===== src/rtl/sprite_frame_sched.sv =====
// Frame-synchronous register scheduler for the VGA sprite/score overlay.
// Bus writes land in a shadow bank that is committed to the active bank at the start of vertical blanking.
module sprite_frame_sched #(
  parameter int NUM_REGS  = 16,
  parameter int VACTIVE   = 480,
  parameter int ANIM_DIV  = 8,
  parameter int SCORE_DIV = 6
) (
  input  logic                  clk,
  input  logic                  reset,
  input  logic                  chipselect,
  input  logic                  write,
  input  logic [8:0]            address,
  input  logic [31:0]           writedata,
  input  logic [9:0]            vcount,
  output logic [NUM_REGS*8-1:0] active_regs,
  output logic [1:0]            sprite_state,
  output logic [15:0]           score_bcd,
  output logic                  frame_tick,
  output logic                  pending
);

  localparam int IW = (NUM_REGS > 1) ? $clog2(NUM_REGS) : 1;
  localparam int AW = $clog2(ANIM_DIV + 1);
  localparam int SW = $clog2(SCORE_DIV + 1);
  localparam logic [8:0] CTRL_ADDR = 9'd16;
  localparam logic [8:0] LOAD_ADDR = 9'd17;

  logic [NUM_REGS-1:0][7:0] shadow;
  logic [NUM_REGS-1:0][7:0] active;
  logic [9:0]               vcount_q;
  logic                     run;
  logic                     freeze;
  logic                     clear_q;
  logic [15:0]              load_val;
  logic                     load_pending;
  logic [AW-1:0]            anim_cnt;
  logic [SW-1:0]            score_div;

  logic bus_wr;
  logic reg_wr;
  logic ctrl_wr;
  logic load_wr;
  logic boundary;
  logic commit;
  logic unused_bits;

  assign bus_wr   = chipselect && write;
  assign reg_wr   = bus_wr && (address < 9'(NUM_REGS));
  assign ctrl_wr  = bus_wr && (address == CTRL_ADDR);
  assign load_wr  = bus_wr && (address == LOAD_ADDR);
  assign boundary = (vcount == 10'(VACTIVE)) && (vcount_q != 10'(VACTIVE));
  assign commit   = boundary && !freeze;

  assign active_regs = active;
  assign unused_bits = ^writedata[31:16];

  // Any nibble outside 0..9 is clamped so the score register always holds valid BCD.
  function automatic logic [15:0] bcd_sat(input logic [15:0] v);
    logic [15:0] r;
    for (int i = 0; i < 4; i++)
      r[4*i +: 4] = (v[4*i +: 4] > 4'd9) ? 4'd9 : v[4*i +: 4];
    return r;
  endfunction

  function automatic logic [15:0] bcd_inc(input logic [15:0] v);
    logic [15:0] r;
    logic        carry;
    r     = v;
    carry = 1'b1;
    for (int i = 0; i < 4; i++) begin
      if (carry) begin
        if (r[4*i +: 4] == 4'd9) begin
          r[4*i +: 4] = 4'd0;
        end else begin
          r[4*i +: 4] = r[4*i +: 4] + 4'd1;
          carry       = 1'b0;
        end
      end
    end
    return r;
  endfunction

  // Bus capture, frame boundary detection and shadow-to-active commit.
  always_ff @(posedge clk or posedge reset) begin
    if (reset) begin
      // NOTE: both banks are flop-based and must read zero after reset, so they are reset like any other register.
      shadow     <= '0;
      active     <= '0;
      vcount_q   <= '0;
      frame_tick <= 1'b0;
      pending    <= 1'b0;
      run        <= 1'b0;
      freeze     <= 1'b0;
      clear_q    <= 1'b0;
      load_val   <= '0;
    end else begin
      // NOTE: non-blocking assignments make the commit read the pre-write shadow when both happen in one cycle.
      vcount_q   <= vcount;
      frame_tick <= boundary;
      clear_q    <= ctrl_wr && writedata[1];
      if (ctrl_wr) begin
        run    <= writedata[0];
        freeze <= writedata[2];
      end
      if (reg_wr)  shadow[address[IW-1:0]] <= writedata[7:0];
      if (commit)  active <= shadow;
      if (reg_wr)      pending <= 1'b1;
      else if (commit) pending <= 1'b0;
      if (load_wr) load_val <= bcd_sat(writedata[15:0]);
    end
  end

  // Per-frame animation phase and score sequencing; clear beats everything landing in its cycle.
  always_ff @(posedge clk or posedge reset) begin
    if (reset) begin
      sprite_state <= 2'd0;
      score_bcd    <= '0;
      anim_cnt     <= '0;
      score_div    <= '0;
      load_pending <= 1'b0;
    end else if (clear_q) begin
      sprite_state <= 2'd0;
      score_bcd    <= '0;
      anim_cnt     <= '0;
      score_div    <= '0;
      load_pending <= 1'b0;
    end else begin
      if (frame_tick && load_pending) begin
        score_bcd    <= load_val;
        score_div    <= '0;
        load_pending <= 1'b0;
      end else if (frame_tick && run) begin
        if (score_div == SW'(SCORE_DIV - 1)) begin
          score_div <= '0;
          score_bcd <= bcd_inc(score_bcd);
        end else begin
          score_div <= score_div + 1'b1;
        end
      end
      // A new load arriving with the tick re-arms for the following frame.
      if (load_wr) load_pending <= 1'b1;

      if (frame_tick && run) begin
        if (anim_cnt == AW'(ANIM_DIV - 1)) begin
          anim_cnt     <= '0;
          sprite_state <= (sprite_state == 2'd2) ? 2'd0 : sprite_state + 2'd1;
        end else begin
          anim_cnt <= anim_cnt + 1'b1;
        end
      end
    end
  end

endmodule


===== config.mk =====
export PLATFORM = sky130hd
export DESIGN_NAME = sprite_frame_sched
export DESIGN_NICKNAME = d
export VERILOG_FILES = /design/src/rtl/sprite_frame_sched.sv
export SDC_FILE = /design/constraint.sdc
export NUM_CORES = 1
export LEC_CHECK = 0
export ABC_AREA = 0
export CORE_ASPECT_RATIO = 1.75
export CORE_MARGIN = 3
export CORE_UTILIZATION = 30
export CTS_BUF_LIST = sky130_fd_sc_hd__clkbuf_4 sky130_fd_sc_hd__clkbuf_8
export DETAILED_ROUTE_END_ITERATION = 6
export PLACE_DENSITY = 0.6
export SLEW_MARGIN = 15
export SYNTH_ARGS = -nofsm -noshare
export SYNTH_HDL_FRONTEND = slang
export SYNTH_SLANG_ARGS = --single-unit

===== constraint.sdc =====
create_clock -name clk -period 24.9 [get_ports clk]
set_input_delay 4.98 -clock clk [delete_from_list [all_inputs] [get_ports clk]]
set_output_delay 4.98 -clock clk [all_outputs]
set_load 0.01 [all_outputs]

Word-level counts from Yosys, hierarchy flattened
Index checks and enable logic that the tools add are counted.
{"block": "word_totals", "input_bits": 55, "output_inout_bits": 148, "reg_bits": 313, "word_cells": 148}
{"block": "op_classes", "eq_ne": 11, "n_mux": 51, "reduce_logical": 25, "add_sub_neg": 7, "order_cmp": 7}
{"operator": "$bwmux W128", "n": 1}
{"operator": "$mux W16", "n": 4}
{"operator": "$mux W4", "n": 14}
{"operator": "$demux W8 S4", "n": 1}
{"operator": "$mux W1", "n": 22}
{"operator": "$add A4 B1 Y4 const B", "n": 5}
{"operator": "$eq A9 B5 Y1 const B", "n": 2}
{"operator": "$reduce_bool A3 Y1", "n": 6}
{"operator": "$eq A4 B4 Y1 const B", "n": 4}
{"operator": "$gt A4 B4 Y1 const B", "n": 4}
{"operator": "$mux W3", "n": 4}
{"operator": "$eq A10 B9 Y1 const B", "n": 1}
{"operator": "$logic_and A1 B1 Y1", "n": 10}
{"operator": "$ne A10 B9 Y1 const B", "n": 1}
{"operator": "$lt A9 B5 Y1 const B", "n": 1}
{"operator": "$reduce_and A3 Y1", "n": 3}
{"operator": "$mux W2", "n": 4}
{"operator": "$mux W8", "n": 1}
{"operator": "$reduce_bool A2 Y1", "n": 3}
{"operator": "$lt A4 B5 Y1 const B", "n": 1}
{"operator": "$eq A4 B3 Y1 const B", "n": 1}
{"operator": "$ge A4 B1 Y1 const B", "n": 1}
{"operator": "$reduce_and A2 Y1", "n": 2}
{"operator": "$add A3 B1 Y3 const B", "n": 1}
{"operator": "other kinds (4)", "n": 4}

Logic depth before layout (Yosys ltp)
{"block": "logic_depth", "ltp_word": 21, "mapped_depth": 7, "depth_no_buf": 5}

Worst setup path after synthesis
OpenSTA, ideal clock, no wires.
{"block": "synth_path", "path_type": "input port to flip-flop", "startpoint": "input port vcount[0]", "endpoint": "register active (netlist bit active_regs[112])", "slack_ps": 18274, "path_buffers": 2, "path_stages": 6, "arrival_ps": 6501, "path_cell_list": "nor4_1 -> nand4b_1 -> a311oi_1 -> buf_2 -> buf_2 -> mux2_2"}
{"block": "synth_between", "elab_chain_cells": 3}
{"element": "from (decl)", "line": "15", "rtl": "input logic [9:0] vcount,"}
{"element": "$eq A10 B9 Y1", "line": "52", "rtl": "assign boundary = (vcount == 10'(VACTIVE)) && (vcount_q != 10'(VACTIVE));"}
{"element": "$logic_and A1 B1 Y1", "line": "52"}
{"element": "$logic_and A1 B1 Y1", "line": "53", "rtl": "assign commit = boundary && !freeze;"}
{"element": "to (signal assigned)", "line": "107", "rtl": "if (commit) active <= shadow;"}
{"element": "to (decl)", "line": "30", "rtl": "logic [NUM_REGS-1:0][7:0] active;"}
Every way passes these cells.
A chain may end at the register's enable or synchronous reset.

==> summary.txt <==
Setup path
  • CP Data Required Time: 25.44 ns
  • Crit path max fanout: 104
  • CP Capture Type: asynchronous set/reset pin
  • Largest stage delay, worst path: 0.87 ns
  • Crit path buf inv count: 4
  • CP Cell Sequence: clkdlybuf4s50_1 -> inv_8 -> buf_4 -> buf_4
  • Delay-heaviest family, CP: buffers and inverters
  • CP arrival: 7.81 ns
  • WS Path Type: input pin to asynchronous set/reset pin
  • Crit start category: input pin
  • Crit-path most repeated cell: buf_4
  • Slowest cell on crit path: buf_4

Timing
  • Final setup violation count: 0
  • Relative slew slack: 30.9%
  • Fmax: 138 MHz
  • Fin. max-slew vios: 0
  • RSZ-0062 raised after global routing: no
  • Final cycle utilization of the critical path: 29.2%
  • Setup_tns: 0 ns
  • Clock skew: 0.0110 ns
  • Final hold vios: 0
  • Minimum clock period: 7.27 ns
  • Worst Tran Pin Value: 1.03 ns

Global route
  • Total GRT Usage: 13.6%
  • Global-route wire length before repair: 46800 um
  • Initial antenna violation count: 1
  • Global route overflow: 0
  • Largest net degree at the start of global routing: 130
  • Vias in the first global route: 7979

Routing
  • Met2 wire length: 16100 um
  • WL met1: 11600 um
  • DRC marker count from the first detailed-route iteration: 207
  • Vias/cell: 4.63
  • Detailed Routing Iterations Pass 1: 4
  • Via count: 7518
  • Top routing layer used: met4
  • Final ANT Viol Nets: 0
  • DRT Wirelength: 30100 um
  • DRC: 0
  • Met3 wire length: 1480 um
  • WL per Instance: 18.5 um

Floorplanning
  • Die H: 275 um
  • Rows: 97
  • I/O pins: 203
  • Initial Util: 30.6%
  • Core Area: 40400 sq um
  • DIE AREA: 43800 sq um
  • Die Wd: 159 um

Placed design
  • Hpwl dp: 19500 um
  • Buffers on Ports: 186
  • Final Wtd Congestion: 0.705
  • Placed Area: 14900 sq um

Finish
  • Commonest non-fill, non-tap cell in the layout: dfrtp_1
  • Final net count: 1102
  • Area delta synth->final: 28.5%
  • Most frequent cells in the layout: dfrtp_1, mux2_2, clkdlybuf4s50_1, clkbuf_8, o21ai_0
  • Layout cells sized above 1: 32.9%
  • Design area: 15900 sq um

Synthesis
  • Synth top area cells: dfrtp_1, mux2_2, mux2_1, o21ai_0, nand2b_1
  • Post-Syn Area: 12400 sq um
  • Post-synth EDFFs: 0
  • Top cell type's share of synthesized area: 63.3%
  • Synth Flop Type: dfrtp_1
  • Distinct cells, synth: 53
  • Synth Warn #: 0
  • Mapped Nets: 897
  • Post-Syn Area per Cell: 14.7 sq um
  • Gate count of the mapped netlist: 841
  • Async SR Flop Fraction: 100%
  • Yosys reg bits: 313
  • Register area share after synthesis: 63.3%
  • Yosys top cell by area: dfrtp_1

Clocking
  • Post-CTS Setup Bufs: 0
  • Clock Pin Slew Worst Setup and Hold Paths: 0.06 ns
  • H-Tree Depth: 2
  • CTS root buffer: clkbuf_8
  • Cts bufs inserted: 48
  • Longest Clk Path Bufs: 3
  • Clk sink count: 313
  • Worst skew pair latency: 0.56 ns
  • CTS tree: built
  • PostCTS Resize Cnt: 0
  • CTS Hold Bufs: 0

Status
  • Status: finished, final reports clean

Power and ir drop
  • Static Leak: 7.50 nW
  • Worst vdd rail ir drop: 0.0469 mV
  • Pwr dens: 64.0 nW/um^2
  • Post-route total power: 0.00102 W

Worst hold path
  • Hold crit path type: flip-flop to flip-flop

Job
  • Number of max-cap violations: 0
report_power, final:
part           internal (W)  total [W]  switching [W]
sequential         0.000515   0.000519     0.00000443
combinational     0.0000151  0.0000389      0.0000237
clock              0.000263   0.000460       0.000197
total              0.000793    0.00102       0.000226
final cells by class:
cell class | instances | area (sq um)
Sequential cell | 313 | 7830
Clock inverter | 11 | 138
Antenna cell | 1 | 2.50
Fill cell | 3799 | 24500
Inverter | 10 | 45.0
Multi-Input combinational cell | 476 | 4340
Clock buffer | 72 | 903
Timing Repair Buffer | 197 | 1960
Tap cell | 544 | 681
synth_stat cells (3+ instances only):
| library cell | instances |
|---|---|
| mux2_1 | 24 |
| nor4b_1 | 3 |
| mux2_2 | 239 |
| nor2b_1 | 8 |
| nand2b_1 | 16 |
| inv_1 | 10 |
| nor2_1 | 9 |
| nor2_2 | 9 |
| and4b_1 | 3 |
| xor2_1 | 3 |
| nand3_1 | 4 |
| or4_1 | 4 |
| nand4_1 | 6 |
| buf_1 | 3 |
| mux2i_1 | 3 |
| dfrtp_1 | 313 |
| and3b_1 | 5 |
| or3_1 | 5 |
| a21oi_1 | 17 |
| clkbuf_1 | 22 |
| nand2_1 | 26 |
| buf_2 | 17 |
| nor3_1 | 11 |
| and4_1 | 3 |
| xnor2_1 | 3 |
| o21ai_0 | 31 |
| a31oi_1 | 6 |
| o21a_1 | 4 |
path summary, 6_finish.rpt:
check,startpoint,endpoint,slack [ns],cells past startpoint
min in group asynchronous,reset,active_regs[26],4.94,2
min,load_val[1],load_val[1],0.48,2
max in group clk,vcount[0],active_regs[104],17.87,6
min reg2reg,load_val[1],load_val[1],0.48,2
max,reset,shadow[111],17.63,4
max reg2reg,vcount_q[7],active_regs[104],22.72,4
worst min-delay path, cell delays in order (launching register included):
cell and delay (ns):
dfrtp_1 0.34, nand2_1 0.05, o21ai_0 0.06
state kept, by name, summed over array words and instances, names as in the netlist:
name / cells
active_regs: 128
anim_cnt: 4
clear_q: 1
frame_tick: 1
freeze: 1
load_pending: 1
load_val: 16
pending: 1
run: 1
score_bcd: 16
score_div: 3
shadow: 128
sprite_state: 2
vcount_q: 10
logic make-up after synthesis:
kind of cell / synth area share [%]
DFF: 63.3
muxes: 24.2
and+or+nand+nor: 6.74
AOI/OAI and AO/OA: 3.48
buffers and inverters: 1.75
xor gates and xnor gates: 0.425
adders and majority gates: 0.101
metrics by stage:
stage | hold WS (ns) | util [%] | setup slack [ns] | std cells
global route | 0.498 | 39.3 | 17.26 | 1624
CTS | 0.484 | 39.3 | 17.53 | 1623
detailed placement | 0.469 | 36.8 | 16.90 | 1540
global placement | 0.458 | 36.8 | 16.97 | 1540
finish | 0.478 | 39.3 | 17.63 | 1624
floorplan | 0.442 | - | 11.26 | 841
layer usage:
metal / vias to the layer above / global-route usage, %
met2: 167 / 25.1
met3: 60 / 3.07
met5: - / 0
li1: 3418 / -
met4: 0 / 4.98
met1: 3873 / 15.4
Note: power is estimated with default switching activity, not from simulation.
